--- src/rtl/conv_sequencer.sv ---
// Sequencer for the 3x3 convolution datapath: loads the kernel, streams image columns
// band by band and hands each window result downstream with its row/column coordinates.
module conv_sequencer #(
    parameter int DATA_WIDTH  = 16,
    parameter int KERNEL_SIZE = 3,
    parameter int IMG_WIDTH   = 32,
    parameter int IMG_HEIGHT  = 32
) (
    input  logic                          clk,
    input  logic                          rst_n,
    input  logic                          start,
    input  logic                          kernel_reload,
    output logic                          busy,
    output logic                          done,
    input  logic                          src_valid,
    output logic                          src_ready,
    input  logic [DATA_WIDTH-1:0]         src_data0,
    input  logic [DATA_WIDTH-1:0]         src_data1,
    input  logic [DATA_WIDTH-1:0]         src_data2,
    output logic [DATA_WIDTH-1:0]         conv_data_in0,
    output logic [DATA_WIDTH-1:0]         conv_data_in1,
    output logic [DATA_WIDTH-1:0]         conv_data_in2,
    output logic                          conv_kernel_load,
    output logic                          conv_valid_in,
    output logic                          conv_valid_out,
    output logic                          res_valid,
    input  logic                          res_ready,
    output logic [$clog2(IMG_HEIGHT)-1:0] res_row,
    output logic [$clog2(IMG_WIDTH)-1:0]  res_col
);

    localparam int ROW_W = $clog2(IMG_HEIGHT);
    localparam int CNT_W = $clog2(IMG_WIDTH + 1);
    localparam int COL_W = $clog2(IMG_WIDTH);

    localparam logic [CNT_W-1:0] CAP_START = CNT_W'(KERNEL_SIZE);
    localparam logic [CNT_W-1:0] COL_LAST  = CNT_W'(IMG_WIDTH - 1);
    localparam logic [ROW_W-1:0] BAND_LAST = ROW_W'(IMG_HEIGHT - KERNEL_SIZE);
    localparam logic [1:0]       K_LAST    = 2'(KERNEL_SIZE - 1);

    typedef enum logic [2:0] {
        IDLE,
        KLOAD,
        STREAM,
        FLUSH,
        DRAIN
    } state_t;

    state_t             state;
    state_t             next_state;
    logic [1:0]         k_cnt;
    logic [CNT_W-1:0]   col_cnt;
    logic [ROW_W-1:0]   band_cnt;
    logic               kernel_valid;
    logic               cap;
    logic               stall;
    logic               beat;
    logic               flush_fire;

    // A capture is only allowed once the window holds KERNEL_SIZE columns and the
    // previous result has been taken, so src_ready drops exactly at that point.
    assign cap        = col_cnt >= CAP_START;
    assign stall      = res_valid && !res_ready;
    assign src_ready  = (state == KLOAD) || ((state == STREAM) && !(cap && stall));
    assign beat       = src_valid && src_ready;
    assign flush_fire = (state == FLUSH) && !stall;

    always_comb begin
        next_state       = state;
        conv_valid_in    = 1'b0;
        conv_valid_out   = 1'b0;
        conv_kernel_load = 1'b0;
        conv_data_in0    = '0;
        conv_data_in1    = '0;
        conv_data_in2    = '0;
        if (beat) begin
            conv_data_in0 = src_data0;
            conv_data_in1 = src_data1;
            conv_data_in2 = src_data2;
        end
        case (state)
            IDLE: begin
                if (start) begin
                    next_state = (kernel_reload || !kernel_valid) ? KLOAD : STREAM;
                end
            end
            KLOAD: begin
                if (beat) begin
                    conv_valid_in    = 1'b1;
                    conv_kernel_load = 1'b1;
                    if (k_cnt == K_LAST) begin
                        next_state = STREAM;
                    end
                end
            end
            STREAM: begin
                if (beat) begin
                    conv_valid_in  = 1'b1;
                    conv_valid_out = cap;
                    if (col_cnt == COL_LAST) begin
                        next_state = FLUSH;
                    end
                end
            end
            // One zero-data shift pushes out the band's final window.
            FLUSH: begin
                if (flush_fire) begin
                    conv_valid_in  = 1'b1;
                    conv_valid_out = 1'b1;
                    next_state     = (band_cnt == BAND_LAST) ? DRAIN : STREAM;
                end
            end
            DRAIN: begin
                if (!res_valid || res_ready) begin
                    next_state = IDLE;
                end
            end
            default: next_state = IDLE;
        endcase
    end

    always_ff @(posedge clk or negedge rst_n) begin
        if (!rst_n) begin
            state <= IDLE;
            busy  <= 1'b0;
            done  <= 1'b0;
        end else begin
            state <= next_state;
            busy  <= (next_state != IDLE);
            done  <= (state == DRAIN) && (next_state == IDLE);
        end
    end

    always_ff @(posedge clk or negedge rst_n) begin
        if (!rst_n) begin
            k_cnt        <= '0;
            col_cnt      <= '0;
            band_cnt     <= '0;
            kernel_valid <= 1'b0;
        end else begin
            case (state)
                IDLE: begin
                    if (start) begin
                        k_cnt    <= '0;
                        col_cnt  <= '0;
                        band_cnt <= '0;
                    end
                end
                KLOAD: begin
                    if (beat) begin
                        if (k_cnt == K_LAST) begin
                            k_cnt        <= '0;
                            kernel_valid <= 1'b1;
                        end else begin
                            k_cnt <= k_cnt + 2'd1;
                        end
                    end
                end
                STREAM: begin
                    if (beat) begin
                        col_cnt <= col_cnt + CNT_W'(1);
                    end
                end
                FLUSH: begin
                    if (flush_fire) begin
                        col_cnt  <= '0;
                        band_cnt <= band_cnt + ROW_W'(1);
                    end
                end
                default: ;
            endcase
        end
    end

    // A capture in the same cycle as an acceptance wins, keeping res_valid high.
    always_ff @(posedge clk or negedge rst_n) begin
        if (!rst_n) begin
            res_valid <= 1'b0;
            res_row   <= '0;
            res_col   <= '0;
        end else if (conv_valid_out) begin
            res_valid <= 1'b1;
            res_row   <= band_cnt;
            res_col   <= COL_W'(col_cnt - CAP_START);
        end else if (res_ready) begin
            res_valid <= 1'b0;
        end
    end

endmodule
--- config.mk ---
export PLATFORM = sky130hd
export DESIGN_NAME = conv_sequencer
export DESIGN_NICKNAME = d
export VERILOG_FILES = /design/src/rtl/conv_sequencer.sv
export SDC_FILE = /design/constraint.sdc
export NUM_CORES = 1
export LEC_CHECK = 0
export CORE_ASPECT_RATIO = 2
export CORE_MARGIN = 3
export CORE_UTILIZATION = 30
export CTS_CLUSTER_SIZE = 30
export DETAILED_ROUTE_END_ITERATION = 12
export GPL_TIMING_DRIVEN = 1
export PLACE_DENSITY = 0.69
export SYNTH_ARGS = -nofsm -noshare
export SYNTH_HDL_FRONTEND = slang
export SYNTH_SLANG_ARGS = --single-unit
--- constraint.sdc ---
create_clock -name clk -period 2.21 [get_ports clk]
set_clock_uncertainty 0.2 [all_clocks]
set_input_delay 0.5525 -clock clk [delete_from_list [all_inputs] [get_ports clk]]
set_output_delay 0.5525 -clock clk [all_outputs]
set_load 0.02 [all_outputs]
# After elaboration in Yosys (flattened, before gate mapping)
# Index checks and enable logic that the tools add are counted.
# op_classes
bitwise	0
shift	0
reduce_logical	26
n_div	0
n_mul	0
addsub	4
muxes	32
eq_ne	11
magnitude_cmp	1
# op_table
cell	count
$mux W16	3
$mux W3	8
$mux W6	3
$pmux W6 S3	1
$pmux W3 S5	1
$mux W5	2
$pmux W5 S2	1
$reduce_and A3 Y1	3
$mux W2	4
$ne A2 B2 Y1 const B	4
$add A6 B1 Y6 const B	1
$eq A3 B2 Y1 const B	2
$eq A6 B5 Y1 const B	1
$ge A6 B2 Y1 const B	1
$logic_and A1 B1 Y1	6
$logic_not A3 Y1	2
$mux W1	6
$reduce_bool A2 Y1	3
$reduce_bool A3 Y1	2
$add A5 B1 Y5 const B	1
$eq A5 B5 Y1 const B	1
$logic_not A1 Y1	5
$sub A5 B2 Y5 const B	1
$pmux W1 S2	2
8 further kinds	10
# totals
latch_bits	0
mem_bits_ro	0
n_memories	0
elab_cells	84
input_bits	54
output_inout_bits	65
ram_bits	0
regBits	30

# Logic depth before layout (Yosys ltp)
# logic_depth
ltp_word	11
ltp_mapped	7
depth_no_buf	6

# Least setup slack after synthesis
# OpenSTA, ideal clock, no wires.
# synth_path
path_type	register -> output
startpoint	reg col_cnt[0]
endpoint	out conv_data_in1[10]
stages_incl_launch_ff	8
arrival_time_ps	1641
t_required_ps	1457
path_buffers	2
path_slack_ps	-183
path_cell_list	dfrtp_1 > ha_1 > nor3_4 > a221oi_2 > nor2_1 > buf_2 > buf_6 > and2_1
# synth_via
elab_chain_len	7
# synth_rtl
element	line_no	source
start: declaration	52	logic [CNT_W-1:0] col_cnt;
start signal: assignment	161	col_cnt <= col_cnt + CNT_W'(1);
$ge A6 B2 Y1	62	assign cap = col_cnt >= CAP_START;
$logic_and A1 B1 Y1	64	assign src_ready = (state == KLOAD) || ((state == STREAM) && !(cap && stall));
$logic_not A1 Y1	64	
$logic_and A1 B1 Y1	64	
$logic_or A1 B1 Y1	64	
$logic_and A1 B1 Y1	65	assign beat = src_valid && src_ready;
$mux W16	76	if (beat) begin
end: declaration	21	output logic [DATA_WIDTH-1:0] conv_data_in1,
# Every way passes these cells.

# Final worst setup path
# layout_path
startpoint	reg state[0]
endpoint	out conv_data_in2[15]
# layout_via
elab_chain_len	5
word_cells_on_any_way	6
classes_between	2 x eq/ne; 1 x mux; 3 x reduce/logical
# layout_rtl
element	line_no	source
start: declaration	49	state_t state;
start signal: assignment	128	state <= next_state;
$eq A3 B2 Y1	64	
$logic_and A1 B1 Y1	64	
$logic_or A1 B1 Y1 (*)	64	
$logic_and A1 B1 Y1 (*)	65	
$mux W16 (*)	76	
end: declaration	22	output logic [DATA_WIDTH-1:0] conv_data_in2,
# Every way passes the cells marked *; elsewhere a longest branch is shown, timed or not.

==> impl_metrics.csv <==
group,metric,value,unit
synth,synth_flop_cell,"dfrtp_1",
power_and_ir_drop,power.leakage,0.002043,uW
global_routing,grt_pass1_vias,2233,
synth,synth.top_cell.area_share,37.57,%
finish,n_antenna_cell,0,
cts,insertion_delay,280,ps
route,drtAntennaViolNets,0,
run,cap_violations,0,
worst_setup_path,worst_ep_required_time,1460,ps
synth,synth_nets,265,
synth,synth_area,0.001998,mm^2
timing,finalWorstSetupSlack,-520.7,ps
worst_setup_path,critical_path_class,"reg -> out",
global_routing,grt_usage,19.83,%
worst_setup_path,worst-path-max-fanout,7,
floorplanning,die_area,0.007735,mm^2
synth,synth_enable_flop_cells,0,
floorplanning,die_w,63.71,um
finish,drive_gt1_share,51.32,%
worst_setup_path,end_kind,"output pin",
finish,fillers,488,
power_and_ir_drop,p_total,5115,uW
worst_hold_path,hold_class,"reg -> reg",
timing,rsz0062_at_grt,"true",
global_routing,antenna_found_initial,0,
placement,hpwl,5.833,mm
timing,hold_violations,0,
floorplanning,fp-row-count,41,
worst_setup_path,critPathArrivalTime,1980,ps
cts,clock-sinks,30,
route,drc_errors,0,
synth,ys_ff_latch,30,
cts,cts_made_buffers,5,
finish,final_nets,436,
power_and_ir_drop,vdd_drop_max,0.6979,mV
cts,cts_tree,"built",
route,routed_wl,8.259,mm
synth,yosys_warnings,0,
timing,worst_pin_slew,388.1,ps
route,detail_route.iter0.violations,78,
synth,synthCells,208,
floorplanning,ios,119,
floorplanning,core_area,0.006361,mm^2
timing,maxSlewHeadroom,74.13,%
floorplanning,fp.dieH,121.4,um
cts,hold_buffers,0,
worst_hold_path,hold_path.startpoint,"kernel_valid",
power_and_ir_drop,power.density,1195,mW/mm^2
finish,area_delta_synth_final,114.2,%
worst_setup_path,startpoint,"state[0]",
synth,ys_seq_area_share,37.57,%
cts,h-tree-depth,2,
cts,clk_pin_slew,60,ps
synth,synth_area_per_cell,9.607,um^2
timing,min_period_over_period,123.6,%
timing,fmax,366.2,MHz
route,num_vias,2209,
synth,synthArstFlopShare,100.0,%
worst_setup_path,rr_startpoint,"col_cnt[0]",
placement,placedCellCount,442,
floorplanning,initial_core_util,31.41,%
timing,fin_hold_ws,261.5,ps
synth,yosys.area.top_type,"dfrtp_1",
placement,globalplace.congestion,0.8251,
placement,io_buffers,118,
cts,cts-root-buf,"clkbuf_16",
route,avgRoutedWirePerCell,17.72,um
status,outcome,"finished with violations",
route,drtPass1Iterations,4,
global_routing,grt_pass1_wl,11.62,mm
cts,clk_path_buf_depth,2,
finish,layoutNonFillerInstCount,466,
timing,period_minus_slack,2731,ps
status,violations,"negative setup slack",
timing,drv_slew,0,
route,viasPerCell,4.740,
synth,synth_area_leaders,"dfrtp_1 (38%), and2_1 (16%), mux2_4 (4.5%)",
global_routing,grt_start_max_net_pins,31,
synth,yosysUniqueCellTypes,48,
global_routing,grt_overflow_total,0,
timing,setup_violations,60,
worst_setup_path,setup.worst_path.start_class,"flip-flop",
-- cells in the mapped netlist, types with 2 or more instances --
cell type	count
inv_1	10
a21oi_1	2
mux2_2	2
nor2_1	12
nand4_1	4
dfrtp_1	30
and3_1	2
buf_6	4
xnor2_1	3
nand3b_1	2
nor2b_1	6
nand3_1	5
clkbuf_1	2
a22o_1	2
nand2_1	9
o211ai_1	3
nor4b_2	2
ha_1	3
mux2i_1	4
or3_1	3
xor2_1	3
o21ai_0	6
nand2b_1	3
and2_1	51
mux2_4	6
o31ai_1	3
buf_2	5
-- layout by cell type (no fill, tap or decap), types with 3 or more instances in the layout --
cell type / count
clkdlybuf4s50_1: 64
buf_6: 55
and2_4: 48
buf_4: 43
dfrtp_1: 28
inv_1: 9
nor2_1: 9
nand2_1: 8
mux2_4: 8
clkbuf_16: 7
nor2b_1: 5
nand3_1: 5
o21ai_0: 5
mux2i_1: 4
nand4_1: 4
buf_16: 4
or3_1: 3
o31ai_1: 3
and2_1: 3
o211ai_1: 3
xnor2_1: 3
xor2_1: 3
buf_12: 3
-- layer usage --
metal	GRT usage [%]	wire length, um	vias up
met2	39.62	4997	70
met1	18.99	2683	1063
met4	8.525	274	0
met5	0	0	-
li1	-	-	1059
met3	3.429	303	17
-- kinds of logic (layout without fill, tap and decap cells) --
group	Yosys count	count (layout)	share of synthesized area (%)
DFF	30	30	37.57
adders and majority gates	3	3	1.879
buffers and inverters	21	193	5.761
and+or+nand+nor	106	106	32.75
muxes	12	12	7.640
xor gates and xnor gates	6	6	2.630
AOI/OAI and AO/OA	30	30	11.77
-- path summary, 6_finish.rpt --
check                                     to  slack, ps  depth (start not counted)
min                             kernel_valid        260                          1
max reg2reg                       res_col[3]       -120                          9
min in group asynchronous               done        460                          2
min reg2reg                     kernel_valid        260                          1
max in group asynchronous           state[0]       1050                          2
max                        conv_data_in2[15]       -520                          8
-- worst max-delay path, stage by stage (launching register included) --
cell       delay [ps]
dfrtp_2           450
buf_6             130
and2b_2           210
a221oi_4          240
nor2_4             90
buf_12            150
clkbuf_16         160
and2_4            140
buf_6             120
-- power breakdown --
group | internal [uW] | switching (uW)
combinational | 1890 | 1410
clock | 676 | 250
sequential | 725 | 157
-- through the flow --
| step | worst slack, ps | setup TNS, ps | area, um^2 | utilization [%] |
|---|---|---|---|---|
| 3_3_place_gp | -1087 | -56430 | 3630 | 57.06 |
| 2_1_floorplan | -119.8 | -4797 | 2098 | - |
| 4_1_cts | -494.9 | -24200 | 4060 | 63.83 |
| 5_1_grt | -582.9 | -29330 | 4280 | 67.29 |
| 6_report | -520.7 | -25550 | 4280 | 67.29 |
| 3_5_place_dp | -1102 | -56490 | 3630 | 57.06 |
-- flip-flops by register name, summed over array words and instances (netlist names) --
register and flops:
band_cnt 5, state 3, col_cnt 6, res_valid 1, busy 1, res_row 5
k_cnt 2, res_col 5, kernel_valid 1, done 1
-- final cells by class --
| class | instances | area, um^2 | share of cell area (%) |
|---|---|---|---|
| Clock inverter | 2 | 60.06 | 1.403 |
| Inverter | 10 | 37.54 | 0.8769 |
| Clock buffer | 6 | 138.9 | 3.245 |
| Sequential cell | 30 | 753.2 | 17.60 |
| Multi-Input combinational cell | 157 | 1331 | 31.10 |
| Timing Repair Buffer | 175 | 1852 | 43.26 |
| Tap cell | 86 | 107.6 | 2.514 |
-- timing repair --
item / 4_1_cts / 5_1_grt
pin swaps: 4 / 32
cloned: 5 / 2
setup buffers: 6 / 7
setup endpoints to repair: 60 / 60
endpoints found under the hold margin: 0 / 0
resized for setup: 321 / 57
No activity file was read; power rests on OpenSTA's default activity.
